### config.mk
export PLATFORM = sky130hd
export DESIGN_NAME = uart_word_feeder_flat
export DESIGN_NICKNAME = d
export VERILOG_FILES = /design/src/rtl/uart_word_feeder_pkg.sv /design/src/rtl/uart_word_feeder_if.sv /design/src/rtl/uart_word_feeder_fifo.sv /design/src/rtl/uart_word_feeder.sv /design/src/flat_wrapper.sv
export SDC_FILE = /design/constraint.sdc
export NUM_CORES = 1
export LEC_CHECK = 0
export CORE_MARGIN = 5
export CORE_UTILIZATION = 35
export CTS_CLUSTER_DIAMETER = 120
export CTS_CLUSTER_SIZE = 25
export DETAILED_ROUTE_END_ITERATION = 6
export PLACE_DENSITY = 0.54
export SETUP_SLACK_MARGIN = 0.15
export SLEW_MARGIN = 15
export SYNTH_ARGS = -nofsm -noshare
export SYNTH_HDL_FRONTEND = slang
export SYNTH_HIERARCHICAL = 1
export SYNTH_SLANG_ARGS = --single-unit
### constraint.sdc
create_clock -name clock -period 5 [get_ports clock]
set_clock_uncertainty 0.05 [all_clocks]
set_input_delay 1.5 -clock clock [delete_from_list [all_inputs] [get_ports clock]]
set_output_delay 1.5 -clock clock [all_outputs]
set_load 0.1 [all_outputs]
### src/rtl/uart_word_feeder_pkg.sv
// Shared constants for the UART transmit path: feeder state encoding and frame timing.
package uart_pkg;

  localparam logic [1:0] F_IDLE = 2'd0;
  localparam logic [1:0] F_SEND = 2'd1;
  localparam logic [1:0] F_WAIT = 2'd2;
  localparam logic [1:0] F_GAP  = 2'd3;

  localparam int CLKS_PER_BIT      = 20;
  // start + 8 data + stop bits
  localparam int UART_FRAME_CYCLES = 10 * CLKS_PER_BIT;

  function automatic logic [7:0] pick_byte(input logic [31:0] word, input logic [1:0] idx,
                                           input logic msb_first);
    logic [1:0] lane;
    logic [7:0] r;
    lane = msb_first ? ~idx : idx;
    r = word[7:0];
    case (lane)
      2'd1:    r = word[15:8];
      2'd2:    r = word[23:16];
      2'd3:    r = word[31:24];
      default: r = word[7:0];
    endcase
    return r;
  endfunction

endpackage

### src/rtl/uart_word_feeder_if.sv
// Upstream word handshake plus uart_tx pacing signals and feeder status.
interface uart_word_feeder_if #(
  parameter int DEPTH = 4
);
  logic                   s_valid;
  logic                   s_ready;
  logic [31:0]            s_word;
  logic                   tx_enable;
  logic [7:0]             tx_byte;
  logic                   tx_done;
  logic                   word_done;
  logic                   busy;
  logic                   timeout_err;
  logic [$clog2(DEPTH):0] fifo_count;

  modport master (
    output s_valid, s_word, tx_done,
    input  s_ready, tx_enable, tx_byte, word_done, busy, timeout_err, fifo_count
  );

  modport slave (
    input  s_valid, s_word, tx_done,
    output s_ready, tx_enable, tx_byte, word_done, busy, timeout_err, fifo_count
  );
endinterface

### src/rtl/uart_word_feeder_fifo.sv
// Show-ahead synchronous FIFO: rd_data presents the head word whenever not empty.
module sync_fifo #(
  parameter int WIDTH = 32,
  parameter int DEPTH = 4
) (
  input  logic                   clock,
  input  logic                   reset,
  input  logic                   wr_en,
  input  logic [WIDTH-1:0]       wr_data,
  input  logic                   rd_en,
  output logic [WIDTH-1:0]       rd_data,
  output logic                   full,
  output logic                   empty,
  output logic [$clog2(DEPTH):0] count
);
  localparam int AW = $clog2(DEPTH);
  localparam logic [AW:0] FULL_CNT = (AW + 1)'(DEPTH);

  logic [WIDTH-1:0] mem [DEPTH];
  logic [AW-1:0]    wr_ptr;
  logic [AW-1:0]    rd_ptr;
  logic             do_wr;
  logic             do_rd;

  assign do_wr   = wr_en && !full;
  assign do_rd   = rd_en && !empty;
  assign full    = (count == FULL_CNT);
  assign empty   = (count == '0);
  assign rd_data = mem[rd_ptr];

  always_ff @(posedge clock) begin
    if (!reset) begin
      wr_ptr <= '0;
      rd_ptr <= '0;
      count  <= '0;
    end else begin
      if (do_wr) wr_ptr <= wr_ptr + 1'b1;
      if (do_rd) rd_ptr <= rd_ptr + 1'b1;
      case ({do_wr, do_rd})
        2'b10:   count <= count + 1'b1;
        2'b01:   count <= count - 1'b1;
        default: ;
      endcase
    end
  end

  always_ff @(posedge clock) begin
    if (do_wr) mem[wr_ptr] <= wr_data;
  end
endmodule

### src/rtl/uart_word_feeder.sv
// Buffers 32-bit words and paces them into uart_tx one byte at a time,
// with a post-frame recovery gap and a per-byte stall watchdog.
//
// state  | meaning
// F_IDLE | waiting for a buffered word; pops the head when present
// F_SEND | tx_enable pulse, tx_byte updated to the selected byte
// F_WAIT | waiting for tx_done while the watchdog counts
// F_GAP  | recovery gap, then next byte or back to idle
module uart_word_feeder
  import uart_pkg::*;
#(
  parameter int DEPTH          = 4,
  parameter int MSB_FIRST      = 0,
  parameter int GAP_CYCLES     = 2,
  parameter int TIMEOUT_CYCLES = 1024
) (
  input logic               clock,
  input logic               reset,
  uart_word_feeder_if.slave bus
);
  localparam int CW    = $clog2(DEPTH) + 1;
  localparam int WD_W  = (TIMEOUT_CYCLES > 1) ? $clog2(TIMEOUT_CYCLES) : 1;
  localparam int GAP_W = $clog2(GAP_CYCLES);
  localparam logic [WD_W-1:0]  WD_LAST  = WD_W'(TIMEOUT_CYCLES - 1);
  localparam logic [GAP_W-1:0] GAP_LOAD = GAP_W'(GAP_CYCLES - 1);
  localparam logic             MSB      = (MSB_FIRST != 0);

  logic [1:0]       state;
  logic [31:0]      word_r;
  logic [1:0]       byte_idx;
  logic [WD_W-1:0]  wd_cnt;
  logic [GAP_W-1:0] gap_cnt;
  logic             aborted;
  logic             tx_enable_r;
  logic [7:0]       tx_byte_r;
  logic             word_done_r;
  logic             timeout_err_r;
  logic             fifo_full;
  logic             fifo_empty;
  logic             pop;
  logic [31:0]      head;
  logic [CW-1:0]    count;

  assign pop             = (state == F_IDLE) && !fifo_empty;
  assign bus.s_ready     = !fifo_full && reset;
  assign bus.busy        = reset && (!fifo_empty || (state != F_IDLE));
  assign bus.fifo_count  = count;
  assign bus.tx_enable   = tx_enable_r;
  assign bus.tx_byte     = tx_byte_r;
  assign bus.word_done   = word_done_r;
  assign bus.timeout_err = timeout_err_r;

  sync_fifo #(.WIDTH(32), .DEPTH(DEPTH)) u_fifo (
    .clock   (clock),
    .reset   (reset),
    .wr_en   (bus.s_valid && bus.s_ready),
    .wr_data (bus.s_word),
    .rd_en   (pop),
    .rd_data (head),
    .full    (fifo_full),
    .empty   (fifo_empty),
    .count   (count)
  );

  always_ff @(posedge clock) begin
    if (!reset) begin
      state         <= F_IDLE;
      word_r        <= '0;
      byte_idx      <= '0;
      wd_cnt        <= '0;
      gap_cnt       <= '0;
      aborted       <= 1'b0;
      tx_enable_r   <= 1'b0;
      tx_byte_r     <= '0;
      word_done_r   <= 1'b0;
      timeout_err_r <= 1'b0;
    end else begin
      tx_enable_r <= 1'b0;
      word_done_r <= 1'b0;
      case (state)
        F_IDLE: begin
          if (pop) begin
            word_r      <= head;
            byte_idx    <= 2'd0;
            aborted     <= 1'b0;
            tx_enable_r <= 1'b1;
            tx_byte_r   <= pick_byte(head, 2'd0, MSB);
            state       <= F_SEND;
          end
        end
        F_SEND: begin
          wd_cnt <= '0;
          state  <= F_WAIT;
        end
        F_WAIT: begin
          if (bus.tx_done) begin
            gap_cnt <= GAP_LOAD;
            state   <= F_GAP;
          end else if (wd_cnt == WD_LAST) begin
            // Stalled transmitter: drop the rest of this word and let the gap run out.
            timeout_err_r <= 1'b1;
            aborted       <= 1'b1;
            byte_idx      <= 2'd3;
            gap_cnt       <= GAP_LOAD;
            state         <= F_GAP;
          end else begin
            wd_cnt <= wd_cnt + 1'b1;
          end
        end
        F_GAP: begin
          if (gap_cnt != '0) begin
            gap_cnt <= gap_cnt - 1'b1;
          end else if (byte_idx == 2'd3) begin
            word_done_r <= !aborted;
            state       <= F_IDLE;
          end else begin
            byte_idx    <= byte_idx + 2'd1;
            tx_enable_r <= 1'b1;
            tx_byte_r   <= pick_byte(word_r, byte_idx + 2'd1, MSB);
            state       <= F_SEND;
          end
        end
        default: state <= F_IDLE;
      endcase
    end
  end
endmodule
### src/flat_wrapper.sv
// flat-port wrapper written by rule: the top's interface ports become plain ports
module uart_word_feeder_flat import uart_pkg::*;
#(
  parameter int DEPTH          = 4,
  parameter int MSB_FIRST      = 0,
  parameter int GAP_CYCLES     = 2,
  parameter int TIMEOUT_CYCLES = 1024
)
  (clock, reset, bus_s_valid, bus_s_word, bus_tx_done, bus_s_ready, bus_tx_enable, bus_tx_byte, bus_word_done, bus_busy, bus_timeout_err, bus_fifo_count);
  uart_word_feeder_if #(.DEPTH(DEPTH)) bus_i ();
  input logic clock;
  input logic reset;
  input wire logic [$bits(bus_i.s_valid)-1:0] bus_s_valid;
  input wire logic [$bits(bus_i.s_word)-1:0] bus_s_word;
  input wire logic [$bits(bus_i.tx_done)-1:0] bus_tx_done;
  output wire logic [$bits(bus_i.s_ready)-1:0] bus_s_ready;
  output wire logic [$bits(bus_i.tx_enable)-1:0] bus_tx_enable;
  output wire logic [$bits(bus_i.tx_byte)-1:0] bus_tx_byte;
  output wire logic [$bits(bus_i.word_done)-1:0] bus_word_done;
  output wire logic [$bits(bus_i.busy)-1:0] bus_busy;
  output wire logic [$bits(bus_i.timeout_err)-1:0] bus_timeout_err;
  output wire logic [$bits(bus_i.fifo_count)-1:0] bus_fifo_count;
  assign bus_i.s_valid = bus_s_valid;
  assign bus_i.s_word = bus_s_word;
  assign bus_i.tx_done = bus_tx_done;
  assign bus_s_ready = bus_i.s_ready;
  assign bus_tx_enable = bus_i.tx_enable;
  assign bus_tx_byte = bus_i.tx_byte;
  assign bus_word_done = bus_i.word_done;
  assign bus_busy = bus_i.busy;
  assign bus_timeout_err = bus_i.timeout_err;
  assign bus_fifo_count = bus_i.fifo_count;
  uart_word_feeder #(.DEPTH(DEPTH), .MSB_FIRST(MSB_FIRST), .GAP_CYCLES(GAP_CYCLES), .TIMEOUT_CYCLES(TIMEOUT_CYCLES)) u_core (.clock(clock), .reset(reset), .bus(bus_i));
endmodule
=== Yosys cells after proc, flatten, opt, wreduce, memory -nomap -nowiden ===
Memories as Yosys holds them, arrays and structs flattened. A register that Yosys moved wholly into a read port is not among the register bits.
Cells that the tools add are included.

* Flip-flop bits (word level): 66
* Bits in writable memories: 128
* Input bits: 36
* Output and inout port bits: 16
* Logic and storage cells: 106
* Memories kept: 1

{| class="wikitable"
|+ Memory list
! memory !! depth !! bits a word !! read ports !! clocked after memory_dff !! wr ports !! RTL line !! text
|-
| u_core.u_fifo.mem || 4 || 32 || 1 || 1 || 1 || uart_word_feeder_fifo.sv:19 || <nowiki>logic [WIDTH-1:0] mem [DEPTH];</nowiki>
|}

* Add/sub/neg operators: 7
* Equal/unequal tests: 18
* Muxes and demuxes: 35
* Bitwise logic cells: 4
* Reduce and logical (&&, ||, !) cells: 28

{| class="wikitable"
|+ Operators with widths
! kind !! count
|-
| $mux W8 || 3
|-
| $pmux W8 S3 || 1
|-
| $mux W10 || 2
|-
| $mux W2 || 10
|-
| $pmux W10 S2 || 1
|-
| $pmux W8 S2 || 1
|-
| $eq A2 B2 Y1 const B || 6
|-
| $reduce_bool A2 Y1 || 6
|-
| $mux W1 || 11
|-
| $add A10 B1 Y10 const B || 1
|-
| $eq A10 B10 Y1 const B || 1
|-
| $ne A2 B2 Y1 const B || 5
|-
| $reduce_and A3 Y1 || 3
|-
| $pmux W2 S4 || 1
|-
| $reduce_and A4 Y1 || 2
|-
| $add A2 B1 Y2 const B || 3
|-
| $eq A2 B1 Y1 const B || 3
|-
| $logic_and A1 B1 Y1 || 6
|-
| $pmux W1 S2 || 3
|-
| $pmux W2 S3 || 1
|-
| $pmux W3 S2 || 1
|-
| $reduce_and A6 Y1 || 1
|-
| $not A1 Y1 || 4
|-
| $reduce_and A2 Y1 || 2
|-
| other kinds (12) || 14
|}

=== Depth between registers and ports, before layout ===
Gate-level depths: netlist (run 1).

* Depth after elaboration: 7
* Depth in mapped cells: 13
* Gate-level depth less buffers: 11

=== Modules after synthesis ===
Netlist (run 1), hierarchy kept.

{| class="wikitable"
|+ By module, submodules not included
! module !! times used !! cells an instance !! area each (µm²) !! seq. area each (µm²)
|-
| sync_fifo || 1 || 221 || 5,144.9 || 4,023.9
|-
| uart_word_feeder || 1 || 337 || 2,837.7 || 1,181.1
|}

=== Worst setup path before layout (run 1) ===
No wires, ideal clock.

* Kind: input port to flip-flop
* From: input reset
* To: memory u_core.u_fifo.mem[0][0], enable pin
* Library setup time: 0.392 ns
* Arrival: 4.490 ns
* Data required time: 4.558 ns
* Setup slack: 0.068 ns
* Stages on the path: 6
* Buffers on the path: 2
* Cell sequence: clkbuf_1 nor2b_1 and2_1 nor2b_1 buf_2 and2_1

* Word-level cells in the longest chain between the ends: 5

{| class="wikitable"
|+ RTL lines
! element !! RTL line !! text
|-
| from (decl) || flat_wrapper.sv:12 || <nowiki>input logic reset;</nowiki>
|-
| $logic_and A1 B1 Y1 || uart_word_feeder.sv:45 || <nowiki>assign bus.s_ready = !fifo_full && reset;</nowiki>
|-
| net bus_s_ready || flat_wrapper.sv:16 || <nowiki>output wire logic [$bits(bus_i.s_ready)-1:0] bus_s_ready;</nowiki>
|-
| $logic_and A1 B1 Y1 || uart_word_feeder.sv:56 || <nowiki>.wr_en (bus.s_valid && bus.s_ready),</nowiki>
|-
| $logic_and A1 B1 Y1 || uart_word_feeder_fifo.sv:25 || <nowiki>assign do_wr = wr_en && !full;</nowiki>
|-
| $mux W1 || uart_word_feeder_fifo.sv:48 || <nowiki>if (do_wr) mem[wr_ptr] <= wr_data;</nowiki>
|-
| $mux W1 (implied by the code) || uart_word_feeder_fifo.sv:48 ||
|-
| to (decl) || uart_word_feeder_fifo.sv:19 ||
|}

The timed path passes the listed nets, and every way through them passes these cells.

=== Final worst setup path (run 1) ===
* From: input reset
* To: output bus_s_ready

* Word-level cells in the longest chain between the ends: 1

{| class="wikitable"
|+ RTL lines
! element !! RTL line
|-
| $logic_and A1 B1 Y1 || uart_word_feeder.sv:45
|-
| to (decl) || flat_wrapper.sv:16
|}

Every way passes these cells.

==> results of run 1 <==
[power by group through the flow]
stage / combinational (mW) / sequential, mW / clock [mW]
after floorplan: 0.610 / 2.15 / 0
after global placement: 1.04 / 1.97 / 0
after detailed placement: 1.05 / 1.97 / 0
after CTS: 1.06 / 1.94 / 1.40
after global routing: 1.14 / 1.95 / 1.48
final: 1.05 / 1.94 / 1.36
[worst register-to-register path, delay by kind of cell, from the launching register on]
kind            cells  cell delay [ns]
fa+ha+maj           3             0.88
flops               1             0.36
simple gates        3             0.73
xor+xnor            1             0.16
compound gates      1             0.13
buf+inv             3             0.64
[how the worst min path moves through the flow]
stage               cells past startpoint                   end           start  slack, ns
floorplan                               1  u_core/bus.word_done  u_core/aborted       0.35
global placement                        1  u_core/bus.word_done  u_core/aborted       0.37
detailed placement                      1  u_core/bus.word_done  u_core/aborted       0.36
CTS                                     1  u_core/bus.word_done  u_core/aborted       0.38
global route                            1  u_core/bus.word_done  u_core/aborted       0.38
finish                                  1  u_core/bus.word_done  u_core/aborted       0.37
[state kept, by name, summed over array words and instances, names as in the netlist, named ones only]
name / count
u_core/aborted: 1
u_core/bus.timeout_err: 1
u_core/bus.tx_byte: 8
u_core/bus.tx_enable: 1
u_core/bus.word_done: 1
u_core/byte_idx: 2
u_core/gap_cnt: 1
u_core/state: 2
u_core/u_fifo/count: 3
u_core/u_fifo/mem: 128
u_core/u_fifo/rd_ptr: 2
u_core/u_fifo/wr_ptr: 2
u_core/wd_cnt: 10
u_core/word_r: 32
[cell families after synthesis]
group,after synthesis,share of synthesized area [%]
and+or+nand+nor,146,8.81
AOI/OAI and AO/OA,115,10.5
muxes,37,9.66
buffers and inverters,46,2.99
adders and majority gates,16,2.60
DFF,196,65.2
xor gates and xnor gates,2,0.219
[cells in the mapped netlist, types with 3 or more instances]
cell      instances
a21boi_0         13
a21boi_1         24
a21oi_1          14
a222oi_1          8
a31oi_1           9
and2_1            8
and3_1            3
buf_12            3
buf_2             5
clkbuf_1         19
dfxtp_1          68
edfxtp_1        128
ha_1             15
inv_1            12
inv_2             3
mux2i_1           5
mux4_2           32
nand2_1          95
nand2b_1          3
nand3_1           4
nor2_1            6
nor2b_1           8
o211ai_1          7
o21ai_0          14
o21ai_1           3
o22a_1            5
or3_1             3
[cell type report]
class	instances	share of cell area, %
clock buffer	18	4.59
clock inverter	14	1.85
inverter	15	0.602
multi-input combinational	316	27.2
sequential	196	55.7
tap	285	3.81
timing repair buffer	59	6.26
[metrics by stage]
step	setup slack (ns)	util [%]	hold WS [ns]	std cells	instance area, um2
floorplan	0.622	-	0.348	558	7990
global placement	1.17	38.7	0.368	871	8750
detailed placement	1.05	38.7	0.365	871	8750
CTS	1.14	41.4	0.379	903	9350
global route	1.08	41.4	0.384	903	9350
finish	1.15	41.4	0.374	903	9350
[layer usage]
| layer | vias up | track usage, % |
|---|---|---|
| met4 | 0 | 3.45 |
| li1 | 2218 | - |
| met2 | 97 | 21.0 |
| met1 | 2308 | 16.3 |
| met5 | - | 0 |
| met3 | 15 | 3.19 |
==> results.toml, run 1 <==
[worst_setup_path]
cp_data_required_time_ns = 3.45
cp-startpoint = "reset"
r2r_cells = 11
crit_buf_inv = 2
critical-path-max-stage-delay_ns = 0.33
arrival_ns = 2.30
r2r_end = "u_core/u_fifo/count[2]"
r2r_setup_slack_ns = 1.99
crit_chain = "buf_2, nor2b_2, buf_12"
worstPathMaxFanout = 24
r2r-start = "u_core/state[1]"
critPathKind = "input pin to primary output"
slowest_stage = "buf_2"
critPathLaunchType = "input pin"
critical_path_depth = 3
crit_end = "bus_s_ready"
critPathCaptureType = "primary output"
cpLargestDelayFamily = "buffers and inverters"

[global_routing]
grt_pass1_vias = 4749
grt_remaining_overflow = 0
grt_pass1_wl_um = 25300
grt_max_degree = 44
antenna_found_initial = 0
grt.total_usage_pct = 12.5

[yosys]
synth_cells = 558
synth_top_area_share_pct = 48.2
synth-edff-count = 128
syn_area_per_cell_um2 = 14.3
synth_top_area_cell = "edfxtp_1"
synthArstFlopShare_pct = 0
synth_seq_cells = 196
netlist_area_um2 = 7980
ys_seq_area_share_pct = 65.2
yosysUniqueCellTypes = 61
synth_area_leaders = "edfxtp_1 48%, dfxtp_1 17%, mux4_2 9.0%, nand2_1 4.5%, ha_1 2.4%"
synthFlopType = "edfxtp_1"
yosysWarnings = 6
synthesis.nets = 610

[route]
dr.pass1.iters = 6
totalWireLength_um = 15700
m1WireLength_um = 7050
highest_layer = "met4"
routedWlPerCell_um = 17.4
drtIter0Drc = 251
drc_errors = 0
vias = 4638
wl_met2_um = 7880
antenna_left = 0
viasPerCell = 5.14
dr_wl_met3_um = 654

[timing]
max_slew_margin_pct = 35.1
final.period_utilization_pct = 77.0
grt_setup_unrepaired = "no"
tightest_slew_ns = 0.970
tns_ns = 0
slew_viol_final = 0
max_clock_freq_ghz = 0.260
finalHoldViolations = 0
post-route-min-period_ns = 3.85
setup_viol = 0

[cells_and_area]
drive_above_1_share_pct = 14.4
multiInputGateArea_um2 = 2540
syn2layout_area_growth_pct = 17.1
regArea_um2 = 5210
layout_commonest_cell = "edfxtp_1"
n_antenna_cell = 0
layout_common_cells = "128 x edfxtp_1, 95 x nand2_1, 67 x dfxtp_1"
fill_cells = 2077
nets = 657

[clocking]
cts_tree = "built"
cts-resized-gates = 0
worstSkewPairLatency_ns = 0.43
root_buffer = "clkbuf_16"
post_cts_buffers = 0
h-tree-depth = 4
clk_path_buf_depth = 2
ctsHoldBuffers = 0
clk_pin_slew_ns = 0.08
numClockSinks = 196
cts_buffers = 17

[power_and_ir_drop]
combPwrFrac_pct = 24.1
pwr-share-seq_pct = 44.6
clock_power_share_pct = 31.3
p_int_mw = 2.89
p_total_mw = 4.35
peakVddDrop_mv = 0.245
leakagePower_nw = 3.12
power.switching_mw = 1.46
netSwitchingFraction_pct = 33.5
power.density_nw_per_um2 = 465

[outcome]
status = "finished clean"

[floorplanning]
start_util_pct = 35.4
die-area_um2 = 25900
die_y_um = 161
io_pins = 52
die_width_um = 161
num_rows = 55
coreArea_um2 = 22600

[placement]
io_buffers = 51
dp_hpwl_um = 9840
gp_congestion = 0.785

[worst_hold_path]
hold_class = "flop to flop"

[job]
drv_cap = 0
(Power assumes the default switching activity.)
==> run 2: changes to the inputs <==
==> constraint.sdc (replaced) <==
create_clock -name clock -period 3.99 [get_ports clock]
set_clock_uncertainty 0.05 [all_clocks]
set_input_delay 1.197 -clock clock [delete_from_list [all_inputs] [get_ports clock]]
set_output_delay 1.197 -clock clock [all_outputs]
set_load 0.1 [all_outputs]
==> run 2 against run 1 <==
Die area did not move. Critical path depth shrank 2. Hold slack gained 0.022 ns. Final cell count grew 0.33%. Setup slack got worse by 0.31 ns. First-iteration DRC count shrank 6.0%. Wire length up 3.8%. Largest power group unchanged.
==> results.toml, run 2 (synthesis results as in run 1) <==
[worst_setup_path]
slowest_stage = "clkdlybuf4s50_1"
worstPathMaxFanout = 2
arrival_ns = 1.91
critPathKind = "flop to primary output"
cp_data_required_time_ns = 2.74
cpLargestDelayFamily = "buffers and inverters"
critPathLaunchType = "flop"
critPathCaptureType = "primary output"
critical-path-max-stage-delay_ns = 1.15
crit_buf_inv = 1
crit_chain = "clkdlybuf4s50_1"

[placement]
gp_congestion = 0.723
post-place-ws_ns = 0.522
dp_hpwl_um = 10400
io_buffers = 51

[global_routing]
grt_pass1_wl_um = 25700
grt_max_degree = 65
antenna_found_initial = 0
grt_pass1_vias = 4825
grt.total_usage_pct = 12.7
grt_remaining_overflow = 0

[clocking]
root_buffer = "clkbuf_16"
post_cts_buffers = 0
clk_pin_slew_ns = 0.07
clk_path_buf_depth = 2
cts_tree = "built"
worstSkewPairLatency_ns = 0.43
ctsHoldBuffers = 0
cts_buffers = 17
cts-resized-gates = 0
h-tree-depth = 4
numClockSinks = 196

[timing]
max_slew_margin_pct = 32.9
setup_viol = 0
finalHoldViolations = 0
tns_ns = 0
final.period_utilization_pct = 79.1
max_clock_freq_ghz = 0.317
slew_viol_final = 0
grt_setup_unrepaired = "no"
worst_slack_ns = 0.834
tightest_slew_ns = 1.00
post-route-min-period_ns = 3.16

[cells_and_area]
n_antenna_cell = 0
drive_above_1_share_pct = 16.6
largest_reg_flops = 128
syn2layout_area_growth_pct = 16.8
layout_common_cells = "128 x edfxtp_1, 95 x nand2_1, 67 x dfxtp_1"
nets = 660
largest_register = "u_core/u_fifo/mem"
layout_commonest_cell = "edfxtp_1"
top_regs = "u_core/u_fifo/mem (128), u_core/word_r (32), u_core/wd_cnt (10)"

[floorplanning]
io_pins = 52
die_width_um = 161
start_util_pct = 35.4
coreArea_um2 = 22600
num_rows = 55
die-area_um2 = 25900
die_y_um = 161

[route]
totalWireLength_um = 16300
vias = 4617
drc_errors = 0
drtIter0Drc = 236
dr.pass1.iters = 4
antenna_left = 0
routedWlPerCell_um = 18.0
viasPerCell = 5.10

[power_and_ir_drop]
p_total_mw = 5.43
peakVddDrop_mv = 0.287
leakagePower_nw = 3.16
power.density_nw_per_um2 = 583

[job]
drv_cap = 0

[outcome]
status = "finished clean"

[worst_hold_path]
hold_class = "flop to flop"
[run 2: changes by cell type in the layout (fill, tap and decap cells not counted)]
cell,delta
inv_8,-3
clkinv_2,+2
clkinv_8,-4
clkinv_4,-2
bufinv_16,+1
inv_12,-1
nor2b_2,-1
clkbuf_8,+1
inv_6,+6
clkdlybuf4s50_1,-11
nor2b_4,+1
buf_4,+14
[run 2: stage by stage]
stage          utilization [%]  cell area (um2)  hold WS [ns]  std cells
2_1_floorplan                -             7990         0.348        558
3_5_place_dp              38.7             8750         0.387        874
6_report                  41.3             9320         0.396        906
3_3_place_gp              38.7             8750         0.377        874
4_1_cts                   41.3             9320         0.397        906
5_1_grt                   41.3             9320         0.416        906
[run 2: layout make-up]
type,count,area [um2]
Multi-Input combinational cell,316,2550
Inverter,15,56.3
Tap cell,285,357
Clock inverter,13,133
Timing Repair Buffer,62,581
Clock buffer,19,443
Fill cell,2093,13300
Sequential cell,196,5210
[run 2: report_power, final]
part	switching, mW	leakage (nW)	internal (mW)	total, mW
Clock	0.775	0.288	0.902	1.68
Combinational	0.875	1.15	0.439	1.31
Sequential	0.114	1.72	2.33	2.44
[run 2: per-layer routing]
layer / share of wire [%] / GRT usage [%] / vias to the layer above / wire length, um
met2: 52 / 22.4 / 64 / 8500
li1: - / - / 2195 / -
met3: 2.9 / 3.29 / 13 / 469
met1: 44 / 15.3 / 2345 / 7190
met5: 0 / 0 / - / 0
met4: 0.95 / 3.53 / 0 / 155
[run 2: path summary, 6_finish.rpt]
check / startpoint / end / slack [ns] / cells after the start
worst min register to register: u_core/aborted / u_core/bus.word_done / 0.40 / 1
worst min-delay path: u_core/aborted / u_core/bus.word_done / 0.40 / 1
worst max-delay path: u_core/bus.timeout_err / bus_timeout_err / 0.83 / 1
worst max register to register: u_core/u_fifo/count[2] / u_core/u_fifo/count[2] / 1.35 / 12
